[config.mk]
export PLATFORM = sky130hd
export DESIGN_NAME = sci_rom_streamer
export DESIGN_NICKNAME = d
export VERILOG_FILES = /design/src/rtl/sci_rom_streamer_pkg.sv /design/src/rtl/sci_rom_streamer.sv
export SDC_FILE = /design/constraint.sdc
export NUM_CORES = 1
export LEC_CHECK = 0
export BUFFER_PORTS_ARGS = -buffer_cell sky130_fd_sc_hd__buf_2
export CAP_MARGIN = 0
export CORE_MARGIN = 4
export CORE_UTILIZATION = 54
export DETAILED_ROUTE_END_ITERATION = 10
export GPL_TIMING_DRIVEN = 0
export PLACE_DENSITY = 0.77
export SKIP_CTS_REPAIR_TIMING = 1
export SYNTH_ARGS = -nofsm -noshare
export SYNTH_HDL_FRONTEND = slang
export SYNTH_SLANG_ARGS = --single-unit
[constraint.sdc]
create_clock -name clk -period 2.5 [get_ports clk]
set_clock_uncertainty 0.05 [all_clocks]
set_input_delay 0.25 -clock clk [delete_from_list [all_inputs] [get_ports clk]]
set_output_delay 0.25 -clock clk [all_outputs]
set_load 0.03 [all_outputs]
[src/rtl/sci_rom_streamer_pkg.sv]
// rtl/sci_rom_streamer_pkg.sv - shared state encoding, terminator default and byte-select helper
package sci_rom_streamer_pkg;

    typedef enum logic [1:0] {
        ST_IDLE  = 2'd0,
        ST_FETCH = 2'd1,
        ST_SEND  = 2'd2,
        ST_DONE  = 2'd3
    } state_e;

    localparam logic [7:0] TERM_BYTE_DEFAULT = 8'h00;

    // Byte 0 is the most significant byte of the word.
    function automatic logic [7:0] word_byte(input logic [31:0] word, input logic [1:0] idx);
        logic [7:0] b;
        case (idx)
            2'd0:    b = word[31:24];
            2'd1:    b = word[23:16];
            2'd2:    b = word[15:8];
            default: b = word[7:0];
        endcase
        return b;
    endfunction

endpackage

[src/rtl/sci_rom_streamer.sv]
// rtl/sci_rom_streamer.sv - walks the message ROM and unpacks words into a valid/ready byte stream
module sci_rom_streamer
    import sci_rom_streamer_pkg::*;
#(
    parameter int               ADDR_W    = 12,
    parameter logic [7:0]        TERM_BYTE = TERM_BYTE_DEFAULT,
    parameter logic [ADDR_W-1:0] END_ADDR  = {ADDR_W{1'b1}}
) (
    input  logic              clk,
    input  logic              rst_n,
    input  logic              start,
    input  logic [ADDR_W-1:0] start_addr,
    input  logic              abort,
    output logic [ADDR_W-1:0] rom_addr,
    input  logic [31:0]       rom_data,
    output logic [7:0]        tx_data,
    output logic              tx_valid,
    input  logic              tx_ready,
    output logic              busy,
    output logic              done
);

    state_e            state_q;
    logic [ADDR_W-1:0] rom_addr_q;
    logic [31:0]       word_q;
    logic [1:0]        byte_idx_q;
    logic [7:0]        tx_data_q;
    logic              tx_valid_q;
    logic              busy_q;
    logic              done_q;

    logic [7:0]        cur_byte;
    logic [7:0]        next_byte;
    logic              accept;

    assign cur_byte  = word_byte(word_q, byte_idx_q);
    assign next_byte = word_byte(word_q, byte_idx_q + 2'd1);
    assign accept    = tx_valid_q & tx_ready;

    always_ff @(posedge clk) begin
        if (!rst_n) begin
            state_q    <= ST_IDLE;
            rom_addr_q <= '0;
            word_q     <= '0;
            byte_idx_q <= '0;
            tx_data_q  <= '0;
            tx_valid_q <= 1'b0;
            busy_q     <= 1'b0;
            done_q     <= 1'b0;
        end else if (abort) begin
            state_q    <= ST_IDLE;
            tx_valid_q <= 1'b0;
            busy_q     <= 1'b0;
            done_q     <= 1'b0;
        end else begin
            done_q <= 1'b0;
            case (state_q)
                ST_IDLE: begin
                    if (start) begin
                        rom_addr_q <= start_addr;
                        busy_q     <= 1'b1;
                        state_q    <= ST_FETCH;
                    end
                end
                ST_FETCH: begin
                    // Present byte 0 straight from the ROM so it is valid on the first SEND cycle.
                    word_q     <= rom_data;
                    byte_idx_q <= 2'd0;
                    tx_data_q  <= rom_data[31:24];
                    tx_valid_q <= (rom_data[31:24] != TERM_BYTE);
                    state_q    <= ST_SEND;
                end
                ST_SEND: begin
                    if (cur_byte == TERM_BYTE) begin
                        tx_valid_q <= 1'b0;
                        done_q     <= 1'b1;
                        state_q    <= ST_DONE;
                    end else if (accept) begin
                        if (byte_idx_q != 2'd3) begin
                            byte_idx_q <= byte_idx_q + 2'd1;
                            tx_data_q  <= next_byte;
                            tx_valid_q <= (next_byte != TERM_BYTE);
                        end else begin
                            tx_valid_q <= 1'b0;
                            if (rom_addr_q == END_ADDR) begin
                                done_q  <= 1'b1;
                                state_q <= ST_DONE;
                            end else begin
                                rom_addr_q <= rom_addr_q + {{(ADDR_W-1){1'b0}}, 1'b1};
                                state_q    <= ST_FETCH;
                            end
                        end
                    end
                end
                ST_DONE: begin
                    busy_q  <= 1'b0;
                    state_q <= ST_IDLE;
                end
                default: begin
                    busy_q  <= 1'b0;
                    state_q <= ST_IDLE;
                end
            endcase
        end
    end

    assign rom_addr = rom_addr_q;
    assign tx_data  = tx_data_q;
    assign tx_valid = tx_valid_q;
    assign busy     = busy_q;
    assign done     = done_q;

endmodule

# [Word-level counts from Yosys, hierarchy flattened]
# Index checks and enable logic that the tools add are counted.
[classes] mux=32 n_eq_ne=17 n_reduce_logical=17 n_addsub=2 bitwise=4
[op_table] cell="12-bit 2-to-1 mux" count=5
[op_table] cell="8-bit one-hot mux with 3 select lines" count=2
[op_table] cell="8-bit 2-to-1 mux" count=3
[op_table] cell="12-bit one-hot mux with 2 select lines" count=1
[op_table] cell="2-bit 2-to-1 mux" count=8
[op_table] cell="8-bit one-hot mux with 2 select lines" count=1
[op_table] cell="8-bit nonzero test" count=2
[op_table] cell="2-bit != test (second input constant)" count=7
[op_table] cell="12-bit by 1-bit adder with 12-bit output (second input constant)" count=1
[op_table] cell="12-bit equality test (second input constant)" count=1
[op_table] cell="2-bit equality test (second input constant)" count=4
[op_table] cell="8-bit logical NOT" count=1
[op_table] cell="1-bit 2-to-1 mux" count=8
[op_table] cell="2-bit one-hot mux with 4 select lines" count=1
[op_table] cell="7-bit AND reduction" count=1
[op_table] cell="2-bit by 1-bit equality test with 1-bit output (second input constant)" count=3
[op_table] cell="2-bit logical NOT" count=3
[op_table] cell="3-bit != test (second input constant)" count=2
[op_table] cell="2-bit AND reduction" count=3
[op_table] cell="2-bit nonzero test" count=3
[op_table] cell="5-bit AND reduction" count=1
[op_table] cell="1-bit one-hot mux with 2 select lines" count=2
[op_table] cell="2-bit one-hot mux with 2 select lines" count=1
[op_table] cell="1-bit NOT" count=3
[op_table] cell="5 further kinds" count=5
[word_totals] inputBits=49 wordCells=80 output_inout_bits=23 regBits=59

# [Depth between registers and ports, before layout]
# Gate-level depths: netlist of run 1.
[depth] word_depth=8 ltp_mapped=9

# [Least setup slack after synthesis of run 1]
# OpenSTA, ideal clock, no wires.
[synth_path] path_type="flip-flop to flip-flop" from="register byte_idx_q[0]" to="register tx_data_q[0], in the netlist tx_data[0]" t_required_ns=2.378 arrival_time_ns=2.063 stages_incl_launch_ff=10 slack_ns=0.315 synth_period_minus_slack_ns=2.185 n_path_buf=3 path_cell_list="dfxtp_1 > inv_1 > ha_1 > clkbuf_1 > a21boi_1 > or4_4 > buf_6 > a21oi_2 > buf_6 > mux2i_1"
[synth_via] elab_chain_cells=7
[synth_lines] element="from (decl)" line_no="sci_rom_streamer.sv:26" source="logic [1:0] byte_idx_q;"
[synth_lines] element="from (signal assigned)" line_no="sci_rom_streamer.sv:80" source="byte_idx_q <= byte_idx_q + 2'd1;"
[synth_lines] element="2-bit by 1-bit adder with 2-bit output" line_no="sci_rom_streamer.sv:37" source="assign next_byte = word_byte(word_q, byte_idx_q + 2'd1);"
[synth_lines] element="2-bit equality test, or another cell as far along" line_no="sci_rom_streamer_pkg.sv:16" source="case (idx)"
[synth_lines] element="8-bit one-hot mux with 3 select lines" line_no="sci_rom_streamer_pkg.sv:16"
[synth_lines] element="8-bit 2-to-1 mux" line_no="sci_rom_streamer.sv:79" source="if (byte_idx_q != 2'd3) begin"
[synth_lines] element="8-bit 2-to-1 mux" line_no="sci_rom_streamer.sv:78" source="end else if (accept) begin"
[synth_lines] element="8-bit 2-to-1 mux" line_no="sci_rom_streamer.sv:74" source="if (cur_byte == TERM_BYTE) begin"
[synth_lines] element="8-bit one-hot mux with 2 select lines" line_no="sci_rom_streamer.sv:57" source="case (state_q)"
[synth_lines] element="to (signal assigned)" line_no="sci_rom_streamer.sv:69" source="tx_data_q <= rom_data[31:24];"
[synth_lines] element="to (signal assigned)" line_no="sci_rom_streamer.sv:81" source="tx_data_q <= next_byte;"
[synth_lines] element="to (decl)" line_no="sci_rom_streamer.sv:27" source="logic [7:0] tx_data_q;"
# Parallel ways exist; a longest one is shown, timed or not. The select of a mux whose other input is x is not followed.
# A chain may end at the register's enable or synchronous reset.

# [Final worst setup path of run 1]
[layout_path] from="register byte_idx_q[0]" to="register tx_data_q[2], in the netlist tx_data[2]"
# Same word-level chain as after synthesis.

==> results of run 1 <==
==> cells in the mapped netlist (9+ instances only) <==
cell type / n / share of area [%]
a21oi_1: 35 / 5.5
and3_1: 9 / 1.8
clkbuf_1: 20 / 2.4
dfxtp_1: 59 / 37
mux2_2: 10 / 3.5
mux2i_1: 9 / 2.8
nand2_1: 121 / 14
nand3_1: 9 / 1.4
nor2_1: 13 / 1.5
nor3_1: 10 / 1.6
nor4_1: 10 / 2.0
o21ai_0: 12 / 1.9
==> worst max-delay path: cells and delay by family, from the launching register on <==
kind                       cells  cell delay, ps
AOI/OAI and AO/OA              2             360
muxes                          1             200
adders and majority gates      1             310
DFF                            1             390
and+or+nand+nor                1             510
buffers and inverters          3             420
==> power by group through the flow <==
stage                     combinational (mW)  clock, mW  sequential, mW
after floorplan                        0.157          0            1.05
after global placement                 0.287          0            1.02
after detailed placement               0.291          0            1.02
after CTS                              0.292      0.998            1.00
after global routing                   0.321       1.05            1.01
final                                  0.294      0.995            1.01
==> logic make-up (layout without fill, tap and decap cells) <==
family | after synthesis | after routing
AOI/OAI and AO/OA | 92 | 92
adders and majority gates | 7 | 7
and+or+nand+nor | 197 | 197
buffers and inverters | 35 | 120
muxes | 19 | 19
DFF | 59 | 59
==> per-layer routing <==
layer  up-vias  track usage [%]  wire (um)
met4         0             6.62         86
li1       1622                -          -
met1      1457             34.4       3990
met3         9             5.50        705
met5         -                0          0
met2       134             35.4       3820
==> area by class of cell <==
| type | instances | area [um2] | share of cell area, % |
|---|---|---|---|
| sequential | 59 | 1180 | 30.7 |
| tap | 72 | 90.1 | 2.34 |
| clock inverter | 4 | 73.8 | 1.91 |
| buffer | 25 | 111 | 2.89 |
| clock buffer | 11 | 151 | 3.93 |
| inverter | 9 | 33.8 | 0.876 |
| timing repair buffer | 71 | 355 | 9.22 |
| multi-input combinational | 315 | 1860 | 48.1 |
==> flip-flops by register name, summed over array words and instances, names as in the netlist <==
name,count
byte_idx_q,2
tx_valid,1
tx_data,8
busy,1
word_q,32
done,1
state_q,2
rom_addr,12
==> path summary, 6_finish.rpt <==
check | end | from | slack [ps]
max reg2reg | tx_data[2]$_SDFFE_PN0P_ | byte_idx_q[0]$_SDFFE_PN0P_ | 190
min | word_q[11]$_SDFFE_PN0P_ | rom_data[11] | 90
max | tx_data[2]$_SDFFE_PN0P_ | byte_idx_q[0]$_SDFFE_PN0P_ | 190
min reg2reg | tx_data[5]$_SDFFE_PN0P_ | tx_data[5]$_SDFFE_PN0P_ | 410
==> metrics by stage <==
stage | cells | setup WS (ps) | hold WS [ps] | TNS (ps) | area (um2)
2_1_floorplan | 409 | 315 | 336 | 0 | 3180
3_3_place_gp | 552 | 41.8 | 391 | 0 | 3620
3_5_place_dp | 552 | -93.9 | 404 | -97.3 | 3620
4_1_cts | 567 | -114 | 88.4 | -132 | 3850
5_1_grt | 566 | 80.7 | 89.2 | 0 | 3850
6_report | 566 | 192 | 92.9 | 0 | 3850
==> results.cfg, run 1 <==
[run_status]
status = finished clean

[yosys]
synth-compound-area-share_pct = 19.8
ys.flop_type = dfxtp_1
synth_area_per_cell_um2 = 7.77
ys_ff_latch = 59
yosys_warnings = 0
synth-async-reset-ratio_pct = 0
synth_nets = 465
syn-cell-area_um2 = 3180
yosysSeqAreaShare_pct = 37.2
synthAdderAreaFrac_pct = 2.75
post_synth_xor_area_fraction_pct = 0
postSynthCellCount = 409
synth_edf_count = 0
ys_types = 53
synth_mux_area_share_pct = 6.38
synth_top_family_by_area = simple AND/OR/NAND/NOR gates
synth-simple-area-share_pct = 29.2

[worst_hold_path]
hp-class = in -> reg
min_path_cells = 3

[setup_path]
crit_required_ps = 2720
cpPeakStageDelay_ps = 510
criticalPathCategory = reg -> reg
cp_slowest_cell = or4_4
crit_chain = inv_1, ha_1, a21boi_1, or4_4, buf_6, a21oi_2, buf_6, mux2i_1
crit_fanout = 9
r2r_cells = 8
cp_data_arrival_time_ps = 2530
worst_path_most_repeated_cell = buf_6
startpoint_type = flop
endpoint_kind = flop

[place]
place.gp.congestion = 0.956
port_buffers = 71
dp_hpwl_um = 6490

[timing]
slew_viol_final = 0
slew_headroom_pct = 50.1
worst_slew_pin_slew_ps = 741
rsz0062_at_grt = no
hold_violations = 0
report.final.setup_viol = 0
layout_min_cycle_time_ps = 2310
fmax_mhz = 433
fin_crit_sh_pct = 92.3

[floorplanning]
dieArea_um2 = 7180
rows = 27
core_area_um2 = 5610
ioPinCount = 72
die_x_um = 84.7
start_util_pct = 56.7
dieHeight_um = 84.7

[global_routing]
gr-usage-all-layers_pct = 23.8
overflow = 0
grt_pass1_vias = 2869
antenna_found_initial = 0
grt_max_degree = 11
grt_pass1_wl_um = 13900

[power_and_ir_drop]
fin_total_pwr_mw = 2.29
leakagePower_nw = 1.57
switching_share_pct = 26.0
power_density_nw_per_um2 = 595
pwr-share-seq_pct = 43.8
power.internal_mw = 1.70
clockPowerShare_pct = 43.4
power_switching_mw = 0.597
vdd_drop_max_v = 0.000375
pwr-share-comb_pct = 12.8

[route]
post_drt_via_cell_ratio = 5.69
drc = 0
vias = 3222
antenna_left = 0
dr.pass1.iters = 5
drt_iter0_drc = 278
drt-total-wl_um = 8610
wl_per_cell_um = 15.2

[clocking]
tritoncts = yes
path_clk_slew_ps = 70
cts_num_sinks = 59
clk_latency_ps = 340
cts_max_level = 3
clock-root-buffer = clkbuf_8
cts_buffer_depth = 2
cts_buffers = 9

[cells_and_area]
antenna_cells = 0
layout_common_cells = nand2_1, buf_2, dfxtp_1
fillers = 515
final_common_cell = nand2_1
final_util_pct = 68.7
nNetsFinal = 546
drive_gt1_share_pct = 23.7
syn_to_final_growth_pct = 21.3

[run]
max-cap-violations = 0
Power figures use the tool's default switching activity.
==> run 2, diff against run 1 <==
--- a/config.mk
+++ b/config.mk
@@ -7,7 +7,6 @@
 export LEC_CHECK = 0
 export BUFFER_PORTS_ARGS = -buffer_cell sky130_fd_sc_hd__buf_2
 export CAP_MARGIN = 0
-export CORE_MARGIN = 4
 export CORE_UTILIZATION = 54
 export DETAILED_ROUTE_END_ITERATION = 10
 export GPL_TIMING_DRIVEN = 0
==> constraint.sdc (replaced) <==
create_clock -name clk -period 2.5 [get_ports clk]
set_clock_uncertainty 0.05 [all_clocks]
set_input_delay 0.5 -clock clk [delete_from_list [all_inputs] [get_ports clk]]
set_output_delay 0.5 -clock clk [all_outputs]
set_load 0.03 [all_outputs]
==> results.cfg, run 2 (synthesis results as in run 1) <==
[route]
post_drt_via_cell_ratio = 5.89
wl_per_cell_um = 15.5
vias = 3340
drt_iter0_drc = 244
drc = 0
antenna_left = 0
drt-total-wl_um = 8800
dr.pass1.iters = 6

[clocking]
cts_buffers = 9
tritoncts = yes
cts_buffer_depth = 2
clk_latency_ps = 340
path_clk_slew_ps = 70
clock-root-buffer = clkbuf_8
cts_max_level = 3
cts_num_sinks = 59

[timing]
postLayoutSetupSlackWorst_ps = 156
layout_min_cycle_time_ps = 2340
rsz0062_at_grt = no
final.setup.tns_ps = 0
fmax_mhz = 427
worst_slew_pin_slew_ps = 645
fin_crit_sh_pct = 93.8
slew_headroom_pct = 56.6
slew_viol_final = 0
hold_violations = 0
report.final.setup_viol = 0

[global_routing]
grt_max_degree = 11
overflow = 0
grt_pass1_wl_um = 14700
antenna_found_initial = 0
gr-usage-all-layers_pct = 30.5
grt_pass1_vias = 3232

[setup_path]
r2r_start = byte_idx_q[1]$_SDFFE_PN0P_
crit_fanout = 9
crit_required_ps = 2710
cp_num_buf_inv = 4
crit_chain = inv_1, ha_1, clkbuf_1, a21boi_2, or4_4, buf_6, a21oi_2, buf_6, mux2i_1
endpoint_kind = flop
cp_data_arrival_time_ps = 2550
cpPeakStageDelay_ps = 430
criticalPathCategory = reg -> reg
crit_start = byte_idx_q[1]$_SDFFE_PN0P_
worst_path_most_repeated_cell = buf_6
critPathTopFamily = buffers and inverters
cp_slowest_cell = or4_4
startpoint_type = flop

[cells_and_area]
drive_gt1_share_pct = 24.0
largest_reg_flops = 32
nNetsFinal = 546
fin_area_um2 = 3830
antenna_cells = 0
layout_common_cells = nand2_1, buf_2, dfxtp_1
regMostFlops = word_q
final_common_cell = nand2_1
final_cell_count_no_fill = 567
syn_to_final_growth_pct = 20.5

[place]
port_buffers = 71
dp_hpwl_um = 6470
place_ws_ps = -118
dp.cells = 552
place_area_um2 = 3620
place.gp.congestion = 0.962

[run_status]
status = finished clean

[worst_hold_path]
hp-class = in -> reg
hold_start = rom_data[8]

[power_and_ir_drop]
leakagePower_nw = 1.55
vdd_drop_max_v = 0.000422
pwr-share-comb_pct = 13.7
fin_total_pwr_mw = 2.17
power_switching_mw = 0.604
clockPowerShare_pct = 40.1
switching_share_pct = 27.8
power_density_nw_per_um2 = 568
power.internal_mw = 1.57
pwr-share-seq_pct = 46.2

[floorplanning]
rows = 27
dieArea_um2 = 6200
dieHeight_um = 78.7
start_util_pct = 57.0
ioPinCount = 72
die_x_um = 78.7
core_area_um2 = 5570

[run]
max-cap-violations = 0
## run 2: routing by layer
metal  share of wire [%]  track usage (%)  wire (um)  up-vias
li1                    -                -          -     1634
met1                  43             36.9       3780     1549
met2                  49             51.7       4320      134
met3                 5.6             5.06        493       23
met4                 2.3             15.9        204        0
met5                   0                0          0        -
## run 2: final cells by class
type	count	area, um2
Inverter	9	33.8
Buffer	25	111
Sequential cell	59	1180
Multi-Input combinational cell	315	1860
Clock buffer	11	141
Tap cell	72	90.1
Timing Repair Buffer	71	355
Fill cell	517	1740
Clock inverter	5	52.6
## run 2: final timing paths
check,end,cells after the start,slack (ps)
setup / recovery,tx_data[1]$_SDFFE_PN0P_,9,160
hold reg to reg,tx_data[7]$_SDFFE_PN0P_,2,410
hold / removal,word_q[8]$_SDFFE_PN0P_,3,340
setup reg to reg,tx_data[1]$_SDFFE_PN0P_,9,160
## run 2: power groups by stage
stage                     clock (mW)  sequential (mW)  combinational (mW)
after floorplan                    0             1.05               0.157
after global placement             0             1.02               0.287
after detailed placement           0             1.02               0.291
after CTS                      0.879             1.00               0.293
after global routing           0.924             1.01               0.327
final                          0.873             1.00               0.297
## run 2: worst min-delay path, stage by stage
cell	delay, ps
buf_2	90
nand2_1	40
a21oi_1	50
## run 2: stage by stage
step,hold slack [ps],utilization [%]
finish,343,68.7
CTS,340,68.5
detailed placement,404,65.0
floorplan,398,-
global route,340,68.7
global placement,394,65.0
==> run 3, diff against run 2 <==
--- a/config.mk
+++ b/config.mk
@@ -7,10 +7,12 @@
 export LEC_CHECK = 0
 export BUFFER_PORTS_ARGS = -buffer_cell sky130_fd_sc_hd__buf_2
 export CAP_MARGIN = 0
-export CORE_UTILIZATION = 54
+export CELL_PAD_IN_SITES_DETAIL_PLACEMENT = 0
+export CELL_PAD_IN_SITES_GLOBAL_PLACEMENT = 1
+export CORE_UTILIZATION = 39
 export DETAILED_ROUTE_END_ITERATION = 10
 export GPL_TIMING_DRIVEN = 0
-export PLACE_DENSITY = 0.77
+export PLACE_DENSITY = 0.76
 export SKIP_CTS_REPAIR_TIMING = 1
 export SYNTH_ARGS = -nofsm -noshare
 export SYNTH_HDL_FRONTEND = slang
==> results.cfg, run 3 (synthesis results as in run 1) <==
[timing]
report.final.setup_viol = 0
rsz0062_at_grt = no
fin_crit_sh_pct = 94.9
hold_violations = 0
layout_min_cycle_time_ps = 2370
postLayoutSetupSlackWorst_ps = 127
slew_headroom_pct = 48.8
fmax_mhz = 421
worst_slew_pin_slew_ps = 762
final.setup.tns_ps = 0
slew_viol_final = 0

[setup_path]
r2r_start = byte_idx_q[0]$_SDFFE_PN0P_
cp_data_arrival_time_ps = 2550
criticalPathCategory = reg -> reg
crit_start = byte_idx_q[0]$_SDFFE_PN0P_
startpoint_type = flop
crit_fanout = 9
endpoint_kind = flop
crit_required_ps = 2670

[route]
vias = 3326
antenna_left = 0
drt-met1-wl_um = 4260
drt-total-wl_um = 9540
drc = 0
drt_iter0_drc = 173
top_layer_used = met4
met3_length_um = 456
wl_per_cell_um = 15.9
met2_length_um = 4670
post_drt_via_cell_ratio = 5.56
dr.pass1.iters = 7

[cells_and_area]
antenna_cells = 0
final_cell_count_no_fill = 598
layout_common_cells = nand2_1, buf_2, dfxtp_1
regMostFlops = word_q
largest_reg_flops = 32
final_common_cell = nand2_1
drive_gt1_share_pct = 24.2
nNetsFinal = 547
syn_to_final_growth_pct = 21.9

[global_routing]
overflow = 0
grt_pass1_wl_um = 15100
antenna_found_initial = 0
gr-usage-all-layers_pct = 22.9
grt_max_degree = 11
grt_pass1_vias = 3036

[clocking]
cts_buffer_depth = 2
cts_num_sinks = 59
clk_latency_ps = 350
cts_buffers = 9
clock-root-buffer = clkbuf_8
path_clk_slew_ps = 70
tritoncts = yes
cts_max_level = 3

[floorplanning]
rows = 32
dieArea_um2 = 8520
ioPinCount = 72
start_util_pct = 40.7
core_area_um2 = 7810
die_x_um = 92.3
dieHeight_um = 92.3

[worst_hold_path]
hp-class = in -> reg
hold_start = rom_data[1]

[run_status]
status = finished clean

[power_and_ir_drop]
vdd_drop_max_v = 0.000224
leakagePower_nw = 1.55
power_density_nw_per_um2 = 547

[place]
dp.cells = 582
dp_hpwl_um = 7020
place.gp.congestion = 0.832
port_buffers = 71
place_ws_ps = -156

[run]
max-cap-violations = 0
==> run 3: cell count changes in the layout (fill, tap and decap cells not counted) <==
| cell | change |
|---|---|
| a31oi_2 | +1 |
| bufinv_16 | -1 |
| clkbuf_8 | +1 |
| clkinv_2 | -1 |
| clkinvlp_4 | +1 |
| nor4_2 | -1 |
| nor4_4 | +1 |
==> run 3: report_power, final <==
| part | internal [mW] | leakage [nW] | switching, mW |
|---|---|---|---|
| Combinational | 0.120 | 0.980 | 0.187 |
| Sequential | 0.970 | 0.480 | 0.0354 |
| Clock | 0.410 | 0.0884 | 0.398 |
| Total | 1.50 | 1.55 | 0.620 |
==> run 3: path summary, 6_finish.rpt <==
kind | endpoint | slack, ps | cells after the start
worst max-delay path | rom_addr[11]$_SDFFE_PN0P_ | 130 | 7
worst min-delay path | word_q[1]$_SDFFE_PN0P_ | 330 | 3
worst max register to register | rom_addr[11]$_SDFFE_PN0P_ | 130 | 7
worst min register to register | tx_data[7]$_SDFFE_PN0P_ | 410 | 2
==> run 3: per-layer routing <==
metal  vias up  track usage [%]
met1      1586             29.1
met5         -                0
met2        96             39.0
li1       1632                -
met4         0             8.20
met3        12             3.78
==> run 3: layout make-up <==
class                   instances  area [um2]
well taps                     102         128
repair buffers                 71         355
fillers                       830        3930
plain buffers                  25         111
clock inverters                 4        25.0
flip-flops and latches         59        1180
inverters                       9        33.8
clock buffers                  12         155
multi-input cells             316        1880
==> run 3: worst max-delay path, stage by stage, from the launching register on <==
cell and delay [ps]:
dfxtp_2 380, inv_1 100, ha_1 320, a21boi_2 240, or4_4 500, buf_6 160, a31oi_2 340, o22ai_1 150
==> run 3: stage by stage <==
| step | utilization [%] | instance area [um2] | hold slack, ps | power [mW] |
|---|---|---|---|---|
| 4_1_cts | 49.2 | 3840 | 329 | 2.13 |
| 3_5_place_dp | 46.9 | 3660 | 407 | 1.32 |
| 2_1_floorplan | - | 3180 | 398 | 1.21 |
| 3_3_place_gp | 46.9 | 3660 | 397 | 1.32 |
| 6_report | 49.6 | 3880 | 333 | 2.12 |
| 5_1_grt | 49.6 | 3880 | 335 | 2.21 |
